File: src/rtl/tag_cache_pkg.sv
// Shared types and helpers for the tag cache controller.
// The entry record fixes the stored tag/payload widths to the package defaults.
package tag_cache_pkg;

    localparam int DEFAULT_DATA_W  = 16;
    localparam int DEFAULT_INDEX_W = 5;
    localparam int DEFAULT_DEPTH   = 20;

    typedef struct packed {
        logic                       valid;
        logic [DEFAULT_INDEX_W-1:0] tag;
        logic [DEFAULT_DATA_W-1:0]  data;
    } entry_t;

    function automatic int count_width(input int depth);
        return $clog2(depth + 1);
    endfunction

endpackage

File: src/rtl/lowest_free_enc.sv
// Priority encoder: index of the lowest set bit of free_vec plus an any-set flag.
module lowest_free_enc #(
    parameter int N     = 20,
    parameter int IDX_W = 5
) (
    input  logic [N-1:0]     free_vec,
    output logic [IDX_W-1:0] idx,
    output logic             any_free
);

    always_comb begin
        idx      = '0;
        any_free = 1'b0;
        // Scanning downward lets the lowest free slot overwrite higher ones.
        for (int i = N - 1; i >= 0; i--) begin
            if (free_vec[i]) begin
                idx      = IDX_W'(i);
                any_free = 1'b1;
            end
        end
    end

endmodule

File: src/rtl/tag_cache_ctrl.sv
// Two-writer tag-addressed store with consume-on-read lookup.
// Define TAG_CACHE_RR_EN for round-robin write arbitration (fixed priority otherwise).
module tag_cache_ctrl
    import tag_cache_pkg::*;
#(
    parameter int Data_Width  = DEFAULT_DATA_W,
    parameter int Index_Width = DEFAULT_INDEX_W,
    parameter int Depth       = DEFAULT_DEPTH
) (
    input  logic                          clk,
    input  logic                          rst,
    input  logic                          wr_req_0,
    input  logic [Index_Width-1:0]        wr_index_0,
    input  logic [Data_Width-1:0]         wr_data_0,
    input  logic                          wr_req_1,
    input  logic [Index_Width-1:0]        wr_index_1,
    input  logic [Data_Width-1:0]         wr_data_1,
    output logic                          wr_gnt_0,
    output logic                          wr_gnt_1,
    input  logic                          rd_req,
    input  logic [Index_Width-1:0]        rd_index,
    output logic                          rd_valid,
    output logic                          rd_hit,
    output logic [Data_Width-1:0]         rd_data,
    output logic                          full,
    output logic                          empty,
    output logic [count_width(Depth)-1:0] count
);

    localparam int CNT_W      = count_width(Depth);
    localparam int SLOT_W     = (Depth > 1) ? $clog2(Depth) : 1;
    localparam int ENT_TAG_W  = DEFAULT_INDEX_W;
    localparam int ENT_DATA_W = DEFAULT_DATA_W;

    entry_t entries     [Depth];
    entry_t entries_nxt [Depth];

    logic [Depth-1:0]      free_vec;
    logic [Depth-1:0]      match_0;
    logic [Depth-1:0]      match_1;
    logic [Depth-1:0]      rd_match;
    logic [Depth-1:0]      wr_match;
    logic [Depth-1:0]      valid_nxt;
    logic [SLOT_W-1:0]     free_idx;
    logic                  any_free;
    logic                  elig_0;
    logic                  elig_1;
    logic                  prio_1;
    logic [ENT_TAG_W-1:0]  wr_tag;
    logic [ENT_DATA_W-1:0] wr_payload;
    logic [ENT_DATA_W-1:0] rd_data_nxt;
    logic                  rd_hit_nxt;
    logic [CNT_W-1:0]      cnt_nxt;

    function automatic logic [CNT_W-1:0] popcount(input logic [Depth-1:0] v);
        logic [CNT_W-1:0] n;
        n = '0;
        for (int i = 0; i < Depth; i++) begin
            n = n + CNT_W'(v[i]);
        end
        return n;
    endfunction

    lowest_free_enc #(
        .N     (Depth),
        .IDX_W (SLOT_W)
    ) u_free_enc (
        .free_vec (free_vec),
        .idx      (free_idx),
        .any_free (any_free)
    );

    // Tag comparison against pre-edge contents
    always_comb begin
        for (int i = 0; i < Depth; i++) begin
            free_vec[i] = ~entries[i].valid;
            match_0[i]  = entries[i].valid && (entries[i].tag == ENT_TAG_W'(wr_index_0));
            match_1[i]  = entries[i].valid && (entries[i].tag == ENT_TAG_W'(wr_index_1));
            rd_match[i] = rd_req && entries[i].valid && (entries[i].tag == ENT_TAG_W'(rd_index));
        end
    end

`ifdef TAG_CACHE_RR_EN
    logic rr_ptr;

    always_ff @(posedge clk) begin
        if (rst) begin
            rr_ptr <= 1'b0;
        end else if (wr_gnt_0) begin
            rr_ptr <= 1'b1;
        end else if (wr_gnt_1) begin
            rr_ptr <= 1'b0;
        end
    end

    assign prio_1 = rr_ptr;
`else
    assign prio_1 = 1'b0;
`endif

    // A requester is only eligible if its write can land: existing tag or a free slot
    always_comb begin
        elig_0   = wr_req_0 && !rst && ((|match_0) || any_free);
        elig_1   = wr_req_1 && !rst && ((|match_1) || any_free);
        wr_gnt_1 = elig_1 && (!elig_0 || prio_1);
        wr_gnt_0 = elig_0 && !wr_gnt_1;
    end

    always_comb begin
        entries_nxt = entries;
        wr_match    = wr_gnt_1 ? match_1 : match_0;
        wr_tag      = wr_gnt_1 ? ENT_TAG_W'(wr_index_1) : ENT_TAG_W'(wr_index_0);
        wr_payload  = wr_gnt_1 ? ENT_DATA_W'(wr_data_1) : ENT_DATA_W'(wr_data_0);
        rd_hit_nxt  = |rd_match;
        rd_data_nxt = '0;
        for (int i = 0; i < Depth; i++) begin
            if (rd_match[i]) begin
                rd_data_nxt          = rd_data_nxt | entries[i].data;
                entries_nxt[i].valid = 1'b0;
            end
        end
        // The write is applied after the release so a same-tag write keeps the entry alive
        if (wr_gnt_0 || wr_gnt_1) begin
            if (|wr_match) begin
                for (int i = 0; i < Depth; i++) begin
                    if (wr_match[i]) begin
                        entries_nxt[i].valid = 1'b1;
                        entries_nxt[i].data  = wr_payload;
                    end
                end
            end else begin
                entries_nxt[free_idx].valid = 1'b1;
                entries_nxt[free_idx].tag   = wr_tag;
                entries_nxt[free_idx].data  = wr_payload;
            end
        end
        for (int i = 0; i < Depth; i++) begin
            valid_nxt[i] = entries_nxt[i].valid;
        end
        cnt_nxt = popcount(valid_nxt);
    end

    always_ff @(posedge clk) begin
        for (int i = 0; i < Depth; i++) begin
            entries[i] <= entries_nxt[i];
            if (rst) begin
                entries[i].valid <= 1'b0;
            end
        end
    end

    always_ff @(posedge clk) begin
        if (rst) begin
            rd_valid <= 1'b0;
            rd_hit   <= 1'b0;
            rd_data  <= '0;
            count    <= '0;
            full     <= 1'b0;
            empty    <= 1'b1;
        end else begin
            rd_valid <= rd_req;
            rd_hit   <= rd_hit_nxt;
            rd_data  <= Data_Width'(rd_data_nxt);
            count    <= cnt_nxt;
            full     <= (cnt_nxt == CNT_W'(Depth));
            empty    <= (cnt_nxt == '0);
        end
    end

endmodule
File: config.mk
export PLATFORM = sky130hd
export DESIGN_NAME = tag_cache_ctrl
export DESIGN_NICKNAME = d
export VERILOG_FILES = /design/src/rtl/tag_cache_pkg.sv /design/src/rtl/lowest_free_enc.sv /design/src/rtl/tag_cache_ctrl.sv
export SDC_FILE = /design/constraint.sdc
export NUM_CORES = 1
export LEC_CHECK = 0
export BUFFER_PORTS_ARGS = -buffer_cell sky130_fd_sc_hd__buf_2
export CAP_MARGIN = 0
export CORE_ASPECT_RATIO = 1.2
export CORE_MARGIN = 2
export CORE_UTILIZATION = 50
export DETAILED_ROUTE_END_ITERATION = 12
export PLACE_DENSITY = 0.69
export SYNTH_ARGS = -nofsm -noshare
export SYNTH_HDL_FRONTEND = slang
export SYNTH_SLANG_ARGS = --single-unit
File: constraint.sdc
create_clock -name clk -period 9.1 [get_ports clk]
set_clock_uncertainty 0.2 [all_clocks]
set_input_delay 1.82 -clock clk [delete_from_list [all_inputs] [get_ports clk]]
set_output_delay 1.82 -clock clk [all_outputs]
set_load 0.02 [all_outputs]
## Word-level counts from Yosys, hierarchy flattened

Cells that the tools add are included.

| storage, ports and cells | value |
|---|---|
| word-level logic and storage cells | 482 |
| output and inout bits | 27 |
| flip-flop bits (word level) | 465 |

| cells by class | value |
|---|---|
| bitwise operators | 21 |
| equal/unequal tests | 81 |
| reductions and logical operators | 119 |
| mux-type cells | 174 |
| magnitude comparators | 2 |
| add/sub/neg operators | 19 |

Operator list:

| kind | number |
|---|---|
| bitwise mux 440 bit | 3 |
| two-way mux 16 bit | 43 |
| two-way mux 440 bit | 1 |
| demux 22 bit (select 5 bit) | 3 |
| two-way mux 17 bit | 19 |
| bitwise OR 16 bit | 19 |
| == test 5 bit | 60 |
| two-way mux 5 bit | 41 |
| logical AND 1 bit | 87 |
| OR reduction 20 bit | 4 |
| adder 5 x 1 -> 5 bit | 15 |
| two-way mux 1 bit | 61 |
| AND reduction 2 bit | 21 |
| != test 2 bit (second input constant) | 20 |
| two-way mux 22 bit | 1 |
| two-way mux 21 bit | 1 |
| two-way mux 20 bit | 1 |
| greater-or-equal comparator 6 bit (second input constant) | 1 |
| < comparator 6 x 1 -> 1 bit (second input constant) | 1 |
| inverter 5 -> 6 bit | 1 |
| adder 4 x 1 -> 5 bit | 1 |
| == test 5 bit (second input constant) | 1 |
| zero test 5 bit | 1 |
| adder 3 x 1 -> 4 bit | 1 |
| 5 further kinds | 9 |

## Depth between registers and ports, before layout

| logic depth | value |
|---|---|
| depth in word-level cells | 50 |
| mapped depth | 29 |
| mapped depth without buffers | 26 |

## Modules after synthesis

Synthesis repeated with hierarchy kept, for this count alone.

| unflattened totals | value |
|---|---|
| cells, all modules | 1945 |
| area total of the unflattened synthesis | 23178.5 µm² |

By module, submodules not included:

| module | seq. area each (µm²) | times used | area each (µm²) | cells an instance |
|---|---|---|---|---|
| tag_cache_ctrl | 13513.0 | 1 | 22947.0 | 1906 |
| lowest_free_enc | 0.0 | 1 | 231.5 | 39 |

## Worst setup path after synthesis

No wires, ideal clock.

| timing path | value |
|---|---|
| path kind | in2reg |
| from | input port wr_index_0[3] |
| to | register empty |
| path slack | 33 ps |
| data arrival time | 8750 ps |
| stages on the path | 25 |
| setup time | 117 ps |
| cell sequence | buf_2 buf_4 xor2_1 nor4_1 and3_1 nor4_1 nand3_1 nor3_1 o21ai_2 buf_6 o31ai_1 or2_2 fa_1 inv_1 fa_1 fa_1 fa_1 fa_1 inv_1 ha_1 inv_1 fa_1 xor2_1 a41oi_1 nor2_1 |

RTL lines:

| element | RTL line | text |
|---|---|---|
| start: declaration | tag_cache_ctrl.sv:13 | `input logic [Index_Width-1:0] wr_index_0,` |
| end signal: assignment | tag_cache_ctrl.sv:166 | `empty <= (cnt_nxt == '0);` |
| end: declaration | tag_cache_ctrl.sv:26 | `output logic empty,` |

==> flow_metrics.py <==
metrics = {
    "drt": {
        "drt_iter0_drc": 2015,
        "dr_total_vias": 17300,
        "wl_per_cell_um": 29.8,
        "dr.pass1.iters": 5,
        "drt_wl_total_mm": 80.3,
        "ant_nets": 0,
        "drc_errors": 0,
        "vias_per_cell": 6.44,
    },
    "die": {
        "start_util_pct": 50.6,
        "row_count": 86,
        "die_w_um": 201,
        "io_pins": 79,
        "coreArea_um2": 45900,
        "fp.dieH_um": 240,
        "die_area_um2": 48200,
    },
    "finish": {
        "n_antenna_cell": 0,
        "design_area_um2": 26300,
        "syn2layout_area_growth_pct": 13.3,
        "fin_util_pct": 57.3,
        "nets": 2110,
        "final_layout_size_suffix_gt1_share_pct": 16.5,
    },
    "timing": {
        "finalHoldViolations": 0,
        "slew_headroom_pct": 15.0,
        "rsz0062_at_grt": "false",
        "worst_pin_slew_ns": 1.28,
        "finalCritPeriodShare_pct": 94.0,
        "drv_slew": 0,
        "hold_slack_ns": 0.331,
        "setup_tns_ns": 0,
        "max_freq_ghz": 0.117,
        "finalSetupViolCount": 0,
        "layout_min_cycle_time_ns": 8.56,
    },
    "synthesis": {
        "synth_flop_cell": "edfxtp_1",
        "ys_types": 71,
        "synth_area_um2": 23200,
        "yosys.area.top_type_share_pct": 54.3,
        "synth_edf_count": 420,
        "synth_async_sr_flop_share_pct": 0,
        "synth_area_leaders": "edfxtp_1 (54%), xnor2_1 (6.3%), nor2_1 (6.3%)",
        "yosysMostFrequentCell": "edfxtp_1",
        "yosysSeqAreaShare_pct": 58.2,
        "synthTopCellsByCount": "edfxtp_1 (420), nor2_1 (389), xnor2_1 (168), xor2_1 (134)",
        "yosysWarnings": 0,
        "syn_area_per_cell_um2": 12.0,
        "synth_fp_nets": 2014,
        "postSynthCellCount": 1941,
        "synth_top_area_cell": "edfxtp_1",
        "ys_seq_elements": 465,
    },
    "power_and_ir_drop": {
        "max-vdd-ir-drop_v": 0.000159,
        "power_leakage_uw": 0.00892,
        "total_power_uw": 5000,
        "pwr_density_cell_nw_per_um2": 190,
    },
    "run_status": {
        "outcome": "complete, no violations",
    },
    "global_route": {
        "first_global_vias": 17400,
        "antenna_found_initial": 0,
        "track_usage_pct": 33.4,
        "grt_pass1_wl_mm": 117,
        "grt_overflow_total": 0,
        "grt_max_degree": 29,
    },
    "run": {
        "drv_cap": 0,
    },
    "place": {
        "io_buffers": 78,
        "place_area_um2": 24800,
        "gp_congestion": 0.948,
        "dp_hpwl_mm": 50.7,
    },
    "clocking": {
        "cts_setup_buffers": 0,
        "hold_buffers": 0,
        "cts_root_buffer": "clkbuf_16",
        "htreeDepth": 2,
        "ctsResizeCount": 0,
        "clock-sinks": 465,
        "clk_latency_ns": 0.61,
        "clock_path_buffers": 3,
        "cts_tree": "done",
        "path_clk_slew_ns": 0.06,
        "numCtsBuffers": 46,
    },
    "setup_path": {
        "worst-path-max-fanout": 13,
        "required_ns": 9.39,
        "endpoint_kind": "register",
        "critPathKind": "in2reg",
        "start_kind": "input pin",
        "cp.arrival_ns": 8.85,
    },
    "hold_path": {
        "hp-class": "reg2reg",
    },
}
-- final timing paths --
kind                       from                    end  slack (ns)  cells past startpoint
hold reg to reg        register  rd_data[4]$_SDFF_PP0_        0.33                      2
setup reg to reg       register        full$_SDFF_PP0_        1.62                     27
setup / recovery  wr_index_0[4]        full$_SDFF_PP0_        0.54                     28
hold / removal         register  rd_data[4]$_SDFF_PP0_        0.33                      2
-- power breakdown --
| part | total (uW) | leakage (uW) | internal, uW | switching, uW |
|---|---|---|---|---|
| Sequential | 2430 | 0.00402 | 2390 | 31.4 |
| Clock | 2000 | 0.000768 | 1160 | 843 |
| Combinational | 574 | 0.00413 | 180 | 395 |
| Total | 5000 | 0.00892 | 3730 | 1270 |
-- final cells by class --
cell class / instances / area (um2)
well taps: 616 / 771
fillers: 3823 / 19600
clock buffers: 63 / 1310
multi-input cells: 1310 / 9060
flip-flops and latches: 465 / 13500
inverters: 32 / 123
repair buffers: 182 / 1280
clock inverters: 22 / 274
-- cell families after synthesis --
group | after synthesis | synth area share, %
AOI/OAI and AO/OA | 305 | 11.0
xor gates and xnor gates | 302 | 11.4
DFF | 465 | 58.2
buffers and inverters | 166 | 3.65
muxes | 24 | 1.07
and+or+nand+nor | 658 | 13.2
adders and majority gates | 21 | 1.58
-- cells in the final DEF, fill, tap and decap left out, drive strengths merged, types with 17 or more instances in the layout --
master / n
nor4: 47
xor2: 134
o21ai: 23
a31oi: 25
nor3: 21
nand2b: 17
and3: 50
clkbuf: 63
mux2i: 17
buf: 182
nand4: 35
nand2: 24
a21oi: 24
nor2: 391
nand3: 38
dfxtp: 45
edfxtp: 420
inv: 34
xnor2: 168
a221oi: 81
a22o: 81
-- stage by stage --
stage | cells | setup WS (ns)
floorplan | 1941 | 0.0334
global placement | 2605 | 0.164
detailed placement | 2605 | 0.0471
CTS | 2690 | 0.623
global route | 2690 | 0.129
finish | 2690 | 0.541
-- worst max-delay path, cell delays in order --
cell	delay, ns
buf_2	0.22
buf_12	0.18
xor2_1	0.17
nor4_1	0.06
and3_1	0.20
nor4_1	0.50
nand3_1	0.31
o31ai_4	0.55
inv_4	0.16
buf_4	0.22
nor3_1	0.35
or3_1	0.19
nand3_1	0.10
fa_1	0.49
inv_1	0.05
fa_1	0.44
fa_1	0.52
inv_1	0.05
fa_1	0.47
inv_1	0.05
fa_1	0.52
inv_1	0.05
ha_1	0.27
a21o_1	0.18
a21oi_1	0.18
xnor2_1	0.18
nand3_1	0.10
nor4_1	0.22
-- metal layers --
layer	wire length, um	GRT usage, %
met1	29000	41.6
met2	38400	56.2
met3	8120	5.65
met4	4810	18.1
met5	0	0
No activity file was read; power rests on OpenSTA's default activity.
